**src/rtl/bgr_gray_stage.sv**
```systemverilog
// BMP pixel stage: forwards header bytes to the output RAM, converts each B,G,R triplet to luma
// and writes the gray value into all three channel bytes. Define GRAY_ROUND_EN for round-to-nearest luma.
module bgr_gray_stage #(
  parameter int BYTE_WIDTH  = 8,
  parameter int ADDR_WIDTH  = 20,
  parameter int HEADER_SIZE = 54,
  parameter int TOTAL_SIZE  = 786486
) (
  input  logic                  clk,
  input  logic                  rst_n,
  input  logic                  in_valid,
  input  logic [BYTE_WIDTH-1:0] in_byte,
  output logic                  in_ready,
  output logic                  RAM_valid,
  output logic [ADDR_WIDTH-1:0] RAM_addr,
  output logic [BYTE_WIDTH-1:0] RAM_D,
  output logic                  done
);

  localparam int ACC_W  = 2 * BYTE_WIDTH;
  localparam int HCNT_W = $clog2(HEADER_SIZE + 1);

  typedef enum logic [2:0] {
    S_HDR, S_PB, S_PG, S_PR, S_E0, S_E1, S_E2, S_FIN
  } state_e;

  state_e                  state_q, state_d;
  logic [HCNT_W-1:0]       hcnt_q, hcnt_d;
  logic [ADDR_WIDTH-1:0]   wr_addr_q, wr_addr_d;
  logic [BYTE_WIDTH-1:0]   b_q, b_d;
  logic [BYTE_WIDTH-1:0]   g_q, g_d;
  logic [BYTE_WIDTH-1:0]   gray_q, gray_d;
  logic                    hdr_wr_q, hdr_wr_d;
  logic [BYTE_WIDTH-1:0]   hdr_data_q, hdr_data_d;

  logic                    accept;
  logic                    pix_wr;
  logic [ACC_W-1:0]        acc;

  // Luma of the pixel whose R byte is on in_byte this cycle; coefficients sum to 256.
  always_comb begin
    acc = (ACC_W'(77)  * ACC_W'(in_byte))
        + (ACC_W'(150) * ACC_W'(g_q))
        + (ACC_W'(29)  * ACC_W'(b_q));
`ifdef GRAY_ROUND_EN
    acc = acc + ACC_W'(128);
`else
    acc = acc + ACC_W'(0);
`endif
  end

  assign in_ready  = (state_q == S_HDR) || (state_q == S_PB) ||
                     (state_q == S_PG)  || (state_q == S_PR);
  assign accept    = in_valid && in_ready;
  assign pix_wr    = (state_q == S_E0) || (state_q == S_E1) || (state_q == S_E2);
  assign RAM_valid = hdr_wr_q || pix_wr;
  assign RAM_D     = pix_wr ? gray_q : hdr_data_q;
  assign RAM_addr  = wr_addr_q;
  assign done      = (state_q == S_FIN);

  always_comb begin
    // NOTE: every signal gets a default first so no path leaves it unassigned (no latches).
    state_d    = state_q;
    hcnt_d     = hcnt_q;
    b_d        = b_q;
    g_d        = g_q;
    gray_d     = gray_q;
    hdr_wr_d   = 1'b0;
    hdr_data_d = hdr_data_q;
    wr_addr_d  = RAM_valid ? wr_addr_q + 1'b1 : wr_addr_q;

    unique case (state_q)
      S_HDR: if (accept) begin
        hdr_wr_d   = 1'b1;
        hdr_data_d = in_byte;
        hcnt_d     = hcnt_q + 1'b1;
        if (hcnt_q == HCNT_W'(HEADER_SIZE - 1)) state_d = S_PB;
      end
      S_PB: if (accept) begin
        b_d     = in_byte;
        state_d = S_PG;
      end
      S_PG: if (accept) begin
        g_d     = in_byte;
        state_d = S_PR;
      end
      S_PR: if (accept) begin
        gray_d  = acc[ACC_W-1:BYTE_WIDTH];
        state_d = S_E0;
      end
      S_E0: state_d = S_E1;
      S_E1: state_d = S_E2;
      // Address after this write equal to the file size means the image is complete.
      S_E2: state_d = (wr_addr_q + 1'b1 == ADDR_WIDTH'(TOTAL_SIZE)) ? S_FIN : S_PB;
      S_FIN: state_d = S_FIN;
      default: state_d = S_HDR;
    endcase
  end

  always_ff @(posedge clk or negedge rst_n) begin
    if (!rst_n) begin
      state_q    <= S_HDR;
      hcnt_q     <= '0;
      wr_addr_q  <= '0;
      b_q        <= '0;
      g_q        <= '0;
      gray_q     <= '0;
      hdr_wr_q   <= 1'b0;
      hdr_data_q <= '0;
    end else begin
      // NOTE: non-blocking assignments so every register samples pre-edge values.
      state_q    <= state_d;
      hcnt_q     <= hcnt_d;
      wr_addr_q  <= wr_addr_d;
      b_q        <= b_d;
      g_q        <= g_d;
      gray_q     <= gray_d;
      hdr_wr_q   <= hdr_wr_d;
      hdr_data_q <= hdr_data_d;
    end
  end

endmodule

```
**config.mk**
```make
export PLATFORM = sky130hd
export DESIGN_NAME = bgr_gray_stage
export DESIGN_NICKNAME = d
export VERILOG_FILES = /design/src/rtl/bgr_gray_stage.sv
export SDC_FILE = /design/constraint.sdc
export NUM_CORES = 1
export LEC_CHECK = 0
export CAP_MARGIN = 10
export CORE_MARGIN = 2
export CORE_UTILIZATION = 62
export CTS_BUF_LIST = sky130_fd_sc_hd__clkbuf_8
export DETAILED_ROUTE_END_ITERATION = 10
export PLACE_DENSITY = 0.83
export SLEW_MARGIN = 20
export SYNTH_ARGS = -nofsm -noshare
export SYNTH_HDL_FRONTEND = slang
export SYNTH_SLANG_ARGS = --single-unit
export TNS_END_PERCENT = 100
```
**constraint.sdc**
```tcl
create_clock -name clk -period 7.8 [get_ports clk]
set_input_delay 1.17 -clock clk [delete_from_list [all_inputs] [get_ports clk]]
set_output_delay 1.17 -clock clk [all_outputs]
set_load 0.01 [all_outputs]
```
==> key figures <==
Detailed routing
  – Vias post-DR: 4379
  – DRT Pass-1 Iters: 5
  – Initial DRC Count: 192
  – DRC: 0
  – Routed WL: 12400 µm
  – Routed Antenna Nets: 0
  – Vias per Instance: 5.64
  – Wire per inst: 16.0 µm

Clock tree
  – Postcts setup bufs: 0
  – Clock root cell: clkbuf_8
  – Worst skew pair latency: 0.36 ns
  – Max clock buf depth: 2
  – H-tree depth: 3
  – # hold bufs at CTS: 0
  – Post-CTS Resized: 0
  – Inserted Clock Buffers: 9
  – Clock sinks: 62
  – TritonCTS clock tree: done
  – Reg clk slew, reported paths: 0.09 ns

Cells and area
  – Nets: 794
  – Layout cells sized above 1: 9.16%
  – Ant. Diodes: 0
  – P&R area growth vs syn: 10.9%
  – Fillers: 717

Logic synthesis
  – Post-synth top area cell: dfrtp_1
  – Synthesized cell area: 0.00614 mm²
  – Most frequent cell after synthesis: inv_1
  – Syn_area_per_cell: 10.2 µm²
  – Commonest cells in the netlist: 102 x inv_1, 88 x ha_1, 62 x dfrtp_1
  – Most used DFF post-synth: dfrtp_1
  – Synthesized instance count: 601
  – Synthesized flop and latch total: 62
  – Number of unique standard cell types used by synthesis: 62
  – Post-Syn Nets: 755
  – Synth warn: 0
  – Synth top area cells: dfrtp_1 25%, fa_1 18%, ha_1 18%, inv_1 6.2%, mux2_2 5.1%
  – Post-synth EDFFs: 0
  – Sequential element share of the synthesized area: 25.3%
  – Asr flop ratio synth: 100%
  – Top-area cell type share of the netlist area: 25.3%

STA
  – Worst Max-Slew Pin Slew: 1.09 ns
  – Final period util: 85.1%
  – RSZ-0062 raised after global routing: false
  – Final setup TNS: 0 ns
  – Relative slew slack: 26.5%
  – Max Fclk: 0.151 GHz
  – Clock skew: 0.0217 ns
  – Slew Viols, Final: 0
  – Hold Violations, Final: 0
  – Clock period minus worst slack: 6.64 ns
  – Setup violations, final: 0

Floorplanning
  – Initial core utilization: 63.4%
  – Total core area: 0.00968 mm²
  – Full die area: 0.0107 mm²
  – DIE WIDTH: 103 µm
  – Die Ht: 103 µm
  – Row cnt: 36
  – # IOs: 42

Global route
  – GRT Overall Usage: 26.0%
  – First-pass GRT wire length: 21300 µm
  – GRT overflow: 0
  – Largest net degree at the start of global routing: 63
  – Initial antenna violation count: 0
  – Vias in the first global route: 4489

Critical path
  – Slowest cell on crit path: fa_1
  – Cell Chain, Critical Path: ha_1 -> ha_1 -> ha_1 -> inv_1 -> fa_1 -> inv_1 -> ha_1 -> o21ai_0 -> o21bai_1 -> a21oi_1 -> xnor2_1 -> ha_1 -> fa_1 -> inv_1 -> fa_1 -> fa_1 -> inv_1 -> ha_1 -> and2_1 -> a22oi_1 -> inv_1 -> o31a_1 -> or4b_1 -> nand3_1
  – CP Launch Type: register
  – Max incr delay on CP: 0.55 ns
  – Data arrival at the endpoint of the critical path: 6.94 ns
  – FF-to-FF path depth: 24
  – Critical path class: reg -> reg
  – CP Capture Type: register
  – Req. time, crit path: 8.10 ns
  – Critical path's top delay family: adder cells
  – Max FO, Critical Path: 5
  – Stages on worst setup path: 24
  – Crit-path most repeated cell: ha_1
  – Worst path bufs/invs: 5

Worst hold path
  – Hold depth: 2
  – Hold WC Path Type: reg -> reg

Place
  – HPWL Detailed: 9680 µm
  – Input/output buffers: 41
  – Gpl congestion: 0.911

Job
  – Max-Cap Viols: 0

Run status
  – Status: completed
==> worst paths after layout <==
| kind | from | end | slack (ns) |
|---|---|---|---|
| setup reg to reg | g_q[5] | gray_q[4] | 1.16 |
| min in group asynchronous | rst_n | g_q[4] | 0.97 |
| hold reg to reg | gray_q[2] | gray_q[2] | 0.48 |
| max in group asynchronous | rst_n | hdr_data_q[7] | 6.26 |
| hold / removal | gray_q[2] | gray_q[2] | 0.48 |
| setup / recovery | g_q[5] | gray_q[4] | 1.16 |
==> placed cells by master (no fill, tap or decap), drive strengths merged, types with 10 or more instances in the layout <==
| master | n |
|---|---|
| inv | 104 |
| fa | 55 |
| nor3 | 10 |
| nand2 | 38 |
| o21ai | 20 |
| xor2 | 15 |
| xnor2 | 23 |
| nand4 | 14 |
| dfrtp | 62 |
| ha | 88 |
| nor2 | 17 |
| a21oi | 25 |
| mux2 | 29 |
| nand3 | 11 |
| clkdlybuf4s50 | 40 |
==> layer usage <==
metal | vias to the layer above | wire [µm] | track usage [%]
li1 | 2106 | - | -
met1 | 2164 | 5530 | 35.8
met2 | 103 | 6270 | 43.2
met4 | 0 | 96 | 8.10
met5 | - | 0 | 0
met3 | 6 | 548 | 3.29
==> tightest hold or removal path, stage by stage, from the launching register on <==
cell	delay, ns
dfrtp_1	0.34
nand2_1	0.05
o41ai_1	0.06
==> area by class of cell <==
class / count / area [µm²] / share of cell area [%]
Timing Repair Buffer: 42 / 413 / 6.07
Inverter: 102 / 383 / 5.63
Multi-Input combinational cell: 423 / 4110 / 60.4
Tap cell: 133 / 166 / 2.45
Sequential cell: 62 / 1550 / 22.8
Clock buffer: 9 / 124 / 1.82
Clock inverter: 6 / 56.3 / 0.828
==> kinds of logic (layout without fill, tap and decap cells) <==
family | Yosys count | after routing | share of synthesized area (%)
buffers and inverters | 116 | 159 | 7.93
and+or+nand+nor | 127 | 127 | 11.1
muxes | 31 | 31 | 5.71
AOI/OAI and AO/OA | 84 | 84 | 8.65
adders and majority gates | 143 | 143 | 35.9
xor gates and xnor gates | 38 | 38 | 5.42
DFF | 62 | 62 | 25.3
==> sequential cells by signal, indices dropped and copies added, names as in the netlist <==
name,count
RAM_addr,20
b_q,8
g_q,8
gray_q,8
hdr_data_q,8
hcnt_q,6
state_q,3
hdr_wr_q,1
==> metrics by stage <==
step / utilization [%] / setup WS (ns) / cell area [µm²] / hold WS [ns] / std cells
global placement: 68.3 / 1.40 / 6620 / 0.463 / 762
finish: 70.2 / 1.16 / 6800 / 0.477 / 777
CTS: 70.2 / 1.16 / 6800 / 0.478 / 777
detailed placement: 68.3 / 1.19 / 6620 / 0.462 / 762
floorplan: - / 1.58 / 6140 / 0.438 / 601
global route: 70.2 / 0.819 / 6800 / 0.515 / 777
Power is left out: the tool's default activity adds up to more than one toggle a clock period on the data nets, which glitch-free logic cannot reach.
